## src/rtl/mem_port_arbiter.sv

```systemverilog
// Arbitrates one single-ported memory between instruction fetch and load/store,
// sequencing each transaction over a req/ack handshake and generating pipeline stalls.
module mem_port_arbiter #(
    parameter int unsigned ADDR_W = 32,
    parameter int unsigned DATA_W = 32
) (
    input  logic              clk,
    input  logic              rst_n,
    input  logic              if_req,
    input  logic [ADDR_W-1:0] if_addr,
    input  logic              if_flush,
    output logic [DATA_W-1:0] if_rdata,
    output logic              if_done,
    input  logic              dm_rd,
    input  logic              dm_wr,
    input  logic [ADDR_W-1:0] dm_addr,
    input  logic [DATA_W-1:0] dm_wdata,
    output logic [DATA_W-1:0] dm_rdata,
    output logic              dm_done,
    output logic              mem_req,
    output logic              mem_we,
    output logic [ADDR_W-1:0] mem_addr,
    output logic [DATA_W-1:0] mem_wdata,
    input  logic [DATA_W-1:0] mem_rdata,
    input  logic              mem_ack,
    output logic              stall_if,
    output logic              stall_mem
);

    typedef enum logic [1:0] {
        IDLE,
        IF_BUSY,
        DM_BUSY
    } state_t;

    state_t state;
    state_t state_nxt;
    logic   discard;
    logic   dm_req;
    logic   dm_grant;
    logic   if_grant;
    logic   ack_if;
    logic   ack_dm;
    logic   drop_fetch;

    always_ff @(posedge clk or negedge rst_n) begin
        if (!rst_n) begin
            state <= IDLE;
        end else begin
            state <= state_nxt;
        end
    end

    always_comb begin
        state_nxt = state;
        case (state)
            IDLE: begin
                if (dm_grant) begin
                    state_nxt = DM_BUSY;
                end else if (if_grant) begin
                    state_nxt = IF_BUSY;
                end
            end
            IF_BUSY, DM_BUSY: begin
                if (mem_ack) begin
                    state_nxt = IDLE;
                end
            end
            default: state_nxt = IDLE;
        endcase
    end

    // A requester whose done is high this cycle is presenting a stale request.
    always_comb begin
        dm_req     = dm_rd | dm_wr;
        dm_grant   = (state == IDLE) && dm_req && !dm_done;
        if_grant   = (state == IDLE) && !dm_grant && if_req && !if_done && !if_flush;
        ack_if     = (state == IF_BUSY) && mem_ack;
        ack_dm     = (state == DM_BUSY) && mem_ack;
        drop_fetch = discard | if_flush;
        stall_if   = if_req & ~if_done;
        stall_mem  = dm_req & ~dm_done;
    end

    always_ff @(posedge clk or negedge rst_n) begin
        if (!rst_n) begin
            mem_req   <= 1'b0;
            mem_we    <= 1'b0;
            mem_addr  <= '0;
            mem_wdata <= '0;
            if_rdata  <= '0;
            if_done   <= 1'b0;
            dm_rdata  <= '0;
            dm_done   <= 1'b0;
            discard   <= 1'b0;
        end else begin
            if_done <= ack_if & ~drop_fetch;
            dm_done <= ack_dm;

            if (dm_grant) begin
                mem_req   <= 1'b1;
                mem_we    <= dm_wr;
                mem_addr  <= dm_addr;
                mem_wdata <= dm_wdata;
            end else if (if_grant) begin
                mem_req  <= 1'b1;
                mem_we   <= 1'b0;
                mem_addr <= if_addr;
            end else if (ack_if || ack_dm) begin
                mem_req <= 1'b0;
            end

            if (ack_if && !drop_fetch) begin
                if_rdata <= mem_rdata;
            end
            if (ack_dm && !mem_we) begin
                dm_rdata <= mem_rdata;
            end

            // A flush seen in the ack cycle itself is folded in via drop_fetch.
            if (ack_if) begin
                discard <= 1'b0;
            end else if ((state == IF_BUSY) && if_flush) begin
                discard <= 1'b1;
            end
        end
    end

endmodule

```

## config.mk

```make
export PLATFORM = sky130hd
export DESIGN_NAME = mem_port_arbiter
export DESIGN_NICKNAME = d
export VERILOG_FILES = /design/src/rtl/mem_port_arbiter.sv
export SDC_FILE = /design/constraint.sdc
export NUM_CORES = 1
export LEC_CHECK = 0
export ABC_CLOCK_PERIOD_IN_PS = 3700
export BUFFER_PORTS_ARGS = -buffer_cell sky130_fd_sc_hd__buf_4
export CAP_MARGIN = 30
export CORE_ASPECT_RATIO = 0.7
export CORE_MARGIN = 4
export CORE_UTILIZATION = 52
export CTS_BUF_LIST = sky130_fd_sc_hd__clkbuf_8
export CTS_CLUSTER_SIZE = 24
export DETAILED_ROUTE_END_ITERATION = 10
export PLACE_DENSITY = 0.89
export SYNTH_ARGS = -nofsm -noshare
export SYNTH_HDL_FRONTEND = slang
export SYNTH_SLANG_ARGS = --single-unit
```

## constraint.sdc

```tcl
create_clock -name clk -period 3.7 [get_ports clk]
set_input_delay 0 -clock clk [delete_from_list [all_inputs] [get_ports clk]]
set_output_delay 0 -clock clk [all_outputs]
set_load 0.005 [all_outputs]
```

==> results of run 1 <==
synthesized netlist by cell type:
master    number
and2_1         1
inv_1          3
nand2b_1       1
mux2_4        28
o21bai_1       1
o21a_1         1
a22o_1         1
nor2b_1        2
nor3b_2        1
nor2_1         1
mux2_2       131
o21bai_4       1
o21ai_0        1
ha_1           3
nor3b_1        1
dfrtp_1      135
nand3b_1       1
inv_2          1
buf_4          4
buf_2          8
nor3_2         1
buf_6          4
mux2_1         1
a21oi_1        4
nand2_1        3
o22ai_1        1
worst max-delay path, stage by stage, from the launching register on:
cell,delay (ns)
dfrtp_1,0.45
o21bai_4,0.22
inv_2,0.07
buf_4,0.39
mux2_1,0.40
dlygate4sd3_1,0.57
mux2_2,0.29
cell type report:
class,count,share of cell area [%]
Timing Repair Buffer,411,35.93
Sequential cell,135,35.21
Multi-Input combinational cell,185,21.99
Clock buffer,18,2.582
Clock inverter,13,2.387
Tap cell,132,1.721
Inverter,4,0.1565
Antenna cell,1,0.02608
metal layers:
layer,wire length (um),part of all wire (%)
met5,0,0
met4,676,3.1
met3,1670,7.7
met2,11480,53
met1,7976,37
power groups by stage:
stage	clock, mW	combinational, mW	sequential (mW)
after CTS	1.46	3.27	2.64
after detailed placement	0	3.06	2.66
final	1.50	3.43	2.75
after floorplan	0	1.44	2.66
after global routing	1.58	3.61	2.81
after global placement	0	2.96	2.60
cell usage in the layout (no fill, tap or decap), types with 2 or more instances in the layout:
| cell type | instances |
|---|---|
| nor2b_1 | 2 |
| ha_1 | 3 |
| dlygate4sd3_1 | 135 |
| mux2_4 | 28 |
| clkinvlp_4 | 3 |
| buf_4 | 274 |
| mux2_2 | 131 |
| bufinv_16 | 6 |
| clkbuf_8 | 18 |
| inv_1 | 4 |
| dfrtp_1 | 135 |
| clkinv_4 | 2 |
| a21oi_1 | 4 |
| nand2_1 | 3 |
final timing paths:
kind,startpoint,end,slack (ns),cells after the start
max in group asynchronous,rst_n,dm_rdata[15],2.16,5
min in group asynchronous,rst_n,dm_rdata[22],0.46,3
worst max-delay path,dm_done,mem_addr[2],1.17,6
worst max register to register,dm_done,mem_addr[2],1.17,6
worst min-delay path,if_req,state[0],0.09,4
worst min register to register,if_rdata[24],if_rdata[24],0.51,1
registers in the layout (all words and copies together) (netlist names):
name / count
dm_done: 1
mem_we: 1
discard: 1
if_done: 1
dm_rdata: 32
mem_wdata: 32
state: 2
if_rdata: 32
mem_req: 1
mem_addr: 32
logic make-up (layout without fill, tap and decap cells):
group	Yosys count	in the layout	share of synthesized area, %
mux	160	160	34.03
compound gates	10	10	1.317
simple gates	12	12	1.384
fa+ha+maj	3	3	0.6699
other cells	0	1	0
flops	135	135	60.28
buf+inv	20	446	2.322
==> results.cfg, run 1 <==
[critical_path]
crit_type = reg -> reg
worstPathArrival_ns = 2.85
crit_required_ns = 4.02
crit_path_start_kind = register
worstPathMaxFanout = 33
endpoint_kind = register

[place]
hpwl_um = 11210
pre_cts_ws_ns = 1.555
dpl_cell_area_sq_mm = 0.007736
post-place-cells = 731
io_buffers = 268
gp_congestion = 0.7503

[global_routing]
use_met2_pct = 63.14
grt_max_degree = 109
gr-max-usage-layer = met2
use_met3_pct = 11.24
met1_usage_pct = 38.99
grt_pass1_wl_um = 32980
grt-ovfl-total = 0
grtUsageTotal_pct = 34.97
grt_pass1_vias = 5461
antenna_found_initial = 1

[power]
power.net_switching_mw = 2.440
netSwitchingFraction_pct = 31.80
power_frac_comb_pct = 44.7
clkPwrFrac_pct = 19.5
power_mw = 7.674
p_int_mw = 5.234
p_leak_nw = 4.650
irDropWorstVdd_uv = 526.0
seq_power_share_pct = 35.8
powerDensity_mw_per_mm2 = 799.8

[floorplan]
die_area_sq_mm = 0.01253
die_x_um = 132.1
die_y_um = 94.86
start_util_pct = 53.71
io_pins = 269
rows = 31
core_area_sq_mm = 0.01043

[routing]
postRouteAntennaNets = 0
wl_um = 21800
wire_per_inst_um = 24.25
drt_iter0_drc = 253
drcViolationCount = 0
drtPass1Iterations = 5
viasPerCell = 5.341
route.vias.total = 4802

[timing]
fin_crit_ns = 2.531
hold_violations = 0
finalSetupTns_ns = 0
rsz0062_at_grt = no
setup_viol = 0
worstMarginPinSlew_ns = 0.6608
setup_ws_ns = 1.169
max_freq_ghz = 0.3952
finalMaxSlewViolations = 0
whs_ns = 0.09215
clock_skew_ns = 0.01752
finalCritPeriodShare_pct = 68.39
relSlewSlack_pct = 55.95

[clock_network]
cts-buffers-inserted = 17
clk_latency_ns = 0.44
cts.sinks = 135
hold_buffers = 134
clockBufferDepth = 2
cts-root-buf = clkbuf_8
cts_tree = built
clk_pin_slew_worst_paths_ns = 0.08
cts-resized-gates = 0
cts_setup_buffers = 0
htree_levels = 4

[cells_and_area]
finalCoreUtilization_pct = 91.95
final_net_count = 892
multi_input_area_sq_mm = 0.002110
seq_area_sq_mm = 0.003378
nFillCells = 347
area_delta_synth_final_pct = 71.20
stdcell_area_sq_mm = 0.009594
drive_above_1_share_pct = 61.36
fin_cells = 899

[synth]
yosys.area.top_type = dfrtp_1
synth_area_leaders = dfrtp_1, mux2_2, mux2_4
synth_cell_types = 26
synth_area_sq_mm = 0.005604
syn_avg_cell_area_sq_um = 16.48
syn_inst = 340
synth-seq-cells = 135
syn-num-nets = 478
yosysTopAreaCellShare_pct = 60.28
synth_seq_area_share_pct = 60.28
ys_warn_count = 0

[status]
outcome = finished, final reports clean

[min_path]
hold_path_class = in -> reg

[run]
drv_cap = 0
Note: power is estimated with default switching activity, not from simulation.
==> inputs of run 2 (changes only) <==
- ABC_CLOCK_PERIOD_IN_PS: 3700 -> 2080
- CORE_UTILIZATION: 52 -> 43
- PLACE_DENSITY: 0.89 -> 0.78
- clock period: 3.7 -> 2.08 ns (I/O delays scaled with it)
==> run 2 against run 1 <==
Net effect:
- non-clock buffer count stayed put
- sequential cell count unchanged
- final area is 0.35% higher
- first-iteration DRC count down 56%
- die area increased by 19%
- sequential power up 73%
- register-to-register slack got worse by 0.92 ns
- worst setup slack worse by 0.92 ns
- critical endpoint is now mem_addr[1]
==> results.cfg, run 2 (synthesized netlist as in run 1, its figures left out) <==
[status]
outcome = finished, final reports clean

[critical_path]
crit_path_start_kind = register
cp_cell_sequence = nor3b_1 > o21a_2 > buf_12 > mux2_2
endpoint_kind = register
crit_type = reg -> reg
worstSetupStartpoint = if_done
path_delay_family = simple AND/OR/NAND/NOR gates
timing.rr.end = mem_addr[1]
worstPathMaxFanout = 34
rr_worst_depth = 4
crit_required_ns = 2.38
path_depth = 4
path_buf_inv = 1
slowest_stage = nor3b_1
slowest_delay_ns = 0.45
reg2reg_from = if_done
worstSetupEndpoint = mem_addr[1]
rrSetupSlack_ns = 0.25
worstPathArrival_ns = 2.13

[global_routing]
grt_pass1_vias = 5321
grtUsageTotal_pct = 25.09
grt_pass1_wl_um = 29100
grt_max_degree = 68
grt-ovfl-total = 0
antenna_found_initial = 0

[power]
powerDensity_mw_per_mm2 = 1341
p_leak_nw = 4.643
irDropWorstVdd_uv = 808.0

[floorplan]
die_x_um = 144.5
start_util_pct = 44.51
core_area_sq_mm = 0.01259
io_pins = 269
die_area_sq_mm = 0.01495
die_y_um = 103.5
rows = 34

[timing]
rsz0062_at_grt = no
finalMaxSlewViolations = 0
relSlewSlack_pct = 58.93
whs_ns = 0.05317
finalCritPeriodShare_pct = 87.92
setup_ws_ns = 0.2513
worstMarginPinSlew_ns = 0.6160
setup_viol = 0
max_freq_ghz = 0.5468
clock_skew_ns = 0.01374
hold_violations = 0
fin_crit_ns = 1.829
finalSetupTns_ns = 0

[clock_network]
clk_latency_ns = 0.43
htree_levels = 4
cts-root-buf = clkbuf_8
cts_tree = built
clockBufferDepth = 2
cts.sinks = 135
clk_pin_slew_worst_paths_ns = 0.07
cts_setup_buffers = 0
cts-buffers-inserted = 17

[cells_and_area]
nFillCells = 706
insertedDiodeCount = 0
seq_area_sq_mm = 0.003378
final_net_count = 892
mostFrequentLayoutCell = buf_4
area_delta_synth_final_pct = 71.80
drive_above_1_share_pct = 61.57
mostFrequentLayoutCells = buf_4, dfrtp_1, dlygate4sd3_1, mux2_2, mux2_4
multi_input_area_sq_mm = 0.002110

[place]
io_buffers = 268
gp_congestion = 0.7606
hpwl_um = 11370
pre_cts_ws_ns = 0.3150

[min_path]
hold_path_class = in -> reg

[routing]
viasPerCell = 4.872
wl_um = 18610
postRouteAntennaNets = 0
drt_iter0_drc = 111
drtPass1Iterations = 6
route.vias.total = 4516
drcViolationCount = 0
wire_per_inst_um = 20.07

[run]
drv_cap = 0
run 2: worst register-to-register path: cells and delay by family (launching register included):
| kind | cells | cell delay (ns) |
|---|---|---|
| simple gates | 1 | 0.45 |
| flops | 1 | 0.40 |
| compound gates | 1 | 0.22 |
| mux | 1 | 0.40 |
| buf+inv | 1 | 0.25 |
run 2: timing repair:
action | in CTS | in global routing
hold buffers | 134 | 0
hold endpoints to repair | 198 | 0
gates resized for setup | 0 | 0
run 2: worst min-delay path by stage:
stage	startpoint	to	slack, ns	cells past startpoint
after floorplan	rst_n	discard	-0.30	0
after global placement	rst_n	dm_rdata[26]	0.03	1
after detailed placement	rst_n	if_rdata[26]	0.04	1
after CTS	if_req	state[0]	0.03	4
after global routing	if_req	state[0]	0.05	4
final	if_req	state[0]	0.05	4
run 2: layout make-up:
cell class,instances,area share [%]
timing repair buffer,411,36.22
sequential,135,35.09
multi-input combinational,185,21.91
clock buffer,19,2.716
tap,162,2.105
clock inverter,11,1.806
inverter,4,0.1559
run 2: power breakdown:
part	leakage, nW	switching (mW)	internal, mW
registers	1.63	0.798	3.95
clock network	0.210	1.01	1.36
logic	2.80	2.05	3.73
run 2: through the flow:
step                total power [mW]  util, %  cell area, sq um  instances
floorplan                      7.296        -              5604        340
global placement               10.01    62.35              7851        763
detailed placement             10.23    62.35              7851        763
CTS                            12.88    76.46              9628        927
global route                   13.62    76.46              9628        927
finish                         12.91    76.46              9628        927
run 2: per-layer routing:
metal / vias up / wire (um) / global-route usage, % / share of wire [%]
met5: - / 0 / 0 / 0
met2: 202 / 9829 / 45.21 / 53
met3: 42 / 1476 / 7.784 / 7.9
li1: 2042 / - / - / -
met1: 2230 / 6743 / 27.35 / 36
met4: 0 / 556 / 9.387 / 3.0
==> inputs of run 3 (changes only) <==
- CORE_ASPECT_RATIO: 0.7 -> unset
- CTS_BUF_LIST: sky130_fd_sc_hd__clkbuf_8 -> sky130_fd_sc_hd__clkbuf_4 sky130_fd_sc_hd__clkbuf_8
==> run 3 against run 2 <==
Net effect:
- worst hold slack improved by 0.047 ns
- first-iteration DRC count increased by 37%
- clock power increased by 5%
- non-clock buffer count decreased by 1
- largest cell class unchanged
- die area decreased by 0.20%
==> results.cfg, run 3 (synthesized netlist as in run 1, its figures left out) <==
[global_routing]
grt-ovfl-total = 0
grtUsageTotal_pct = 23.22
grt_max_degree = 56
grt_pass1_wl_um = 26550
antenna_found_initial = 1
grt_pass1_vias = 5107

[cells_and_area]
mostFrequentLayoutCell = buf_4
stdcell_area_sq_mm = 0.009697
nFillCells = 714
mostFrequentLayoutCells = buf_4, dfrtp_1, dlygate4sd3_1, mux2_2, mux2_4
drive_above_1_share_pct = 61.49
area_delta_synth_final_pct = 73.03
final_net_count = 891

[routing]
postRouteAntennaNets = 0
viasPerCell = 4.710
drtPass1Iterations = 6
wire_per_inst_um = 18.16
wl_um = 17050
drcViolationCount = 0
drt_iter0_drc = 152
route.vias.total = 4423

[critical_path]
worstSetupEndpoint = state[0]
crit_path_start_kind = register
worstPathArrival_ns = 2.18
crit_required_ns = 2.39
rrSetupSlack_ns = 0.21
reg2reg_from = state[1]
worstSetupStartpoint = state[1]
timing.rr.end = state[0]
crit_type = reg -> reg
rr_worst_depth = 6
worstPathMaxFanout = 4
endpoint_kind = register

[clock_network]
clk_latency_ns = 0.43
cts_setup_buffers = 0
cts-root-buf = clkbuf_8
clk_pin_slew_worst_paths_ns = 0.08
cts.sinks = 135
htree_levels = 4
hold_buffers = 135
cts-buffers-inserted = 17
cts-resized-gates = 0
clockBufferDepth = 2
cts_tree = built

[floorplan]
core_area_sq_mm = 0.01267
die_x_um = 122.2
io_pins = 269
rows = 41
die_y_um = 122.2
start_util_pct = 44.23
die_area_sq_mm = 0.01492

[min_path]
hold_path_class = in -> async

[timing]
fin_crit_ns = 1.872
setup_viol = 0
worstMarginPinSlew_ns = 0.5183
relSlewSlack_pct = 65.45
clock_skew_ns = 0.01351
max_freq_ghz = 0.5341
rsz0062_at_grt = no
hold_violations = 0
finalSetupTns_ns = 0
finalMaxSlewViolations = 0
finalCritPeriodShare_pct = 90.01
whs_ns = 0.1004

[place]
gp_congestion = 0.7149
dpl_cell_area_sq_mm = 0.007874
hpwl_um = 10770
io_buffers = 268

[run]
drv_cap = 0

[status]
outcome = finished, final reports clean

[power]
powerDensity_mw_per_mm2 = 1335
p_leak_nw = 4.665
irDropWorstVdd_uv = 910.6
## run 3: cell type report
type                    count  area, sq um  area share [%]
diodes                      1        2.502         0.02581
clock inverters            14        221.5           2.284
multi-input cells         185         2110           21.75
well taps                 172        215.2           2.219
clock buffers              18        247.7           2.555
repair buffers            410         3507           36.17
flip-flops and latches    135         3378           34.84
inverters                   4        15.01          0.1548
## run 3: stage by stage
stage / total power, mW / instances / worst slack [ns] / util, %
after detailed placement: 10.20 / 771 / 0.3161 / 62.14
after floorplan: 7.296 / 340 / 0.3993 / -
final: 12.94 / 939 / 0.2078 / 76.53
after global routing: 13.71 / 939 / 0.1015 / 76.53
after CTS: 13.00 / 938 / 0.2204 / 76.51
after global placement: 9.983 / 771 / 0.4190 / 62.14
## run 3: routing by layer
layer / track usage (%) / vias up / part of all wire, % / routed length, um
met3: 9.146 / 25 / 9.9 / 1683
met5: 0 / - / 0 / 0
met4: 8.188 / 0 / 1.7 / 288
met2: 42.09 / 179 / 54 / 9155
li1: - / 2041 / - / -
met1: 24.39 / 2178 / 35 / 5921
## run 3: worst max-delay path, stage by stage (launching register included)
cell and delay [ns]:
dfrtp_1 0.38, inv_1 0.09, ha_1 0.27, nor2b_1 0.25, nand2b_1 0.15, a21oi_1 0.06, dlygate4sd3_1 0.56
## run 3: power breakdown
part	total (mW)	internal, mW	switching, mW	leakage [nW]
clock network	2.51	1.47	1.04	0.226
registers	4.72	3.95	0.768	1.63
logic	5.71	3.74	1.97	2.80
## run 3: how the worst min path moves through the flow
stage / start / depth (start not counted) / endpoint
after floorplan: rst_n / 0 / discard
after global routing: rst_n / 2 / dm_rdata[13]
after CTS: rst_n / 2 / if_rdata[21]
final: rst_n / 2 / if_rdata[13]
after global placement: rst_n / 1 / if_rdata[4]
after detailed placement: rst_n / 1 / if_rdata[13]
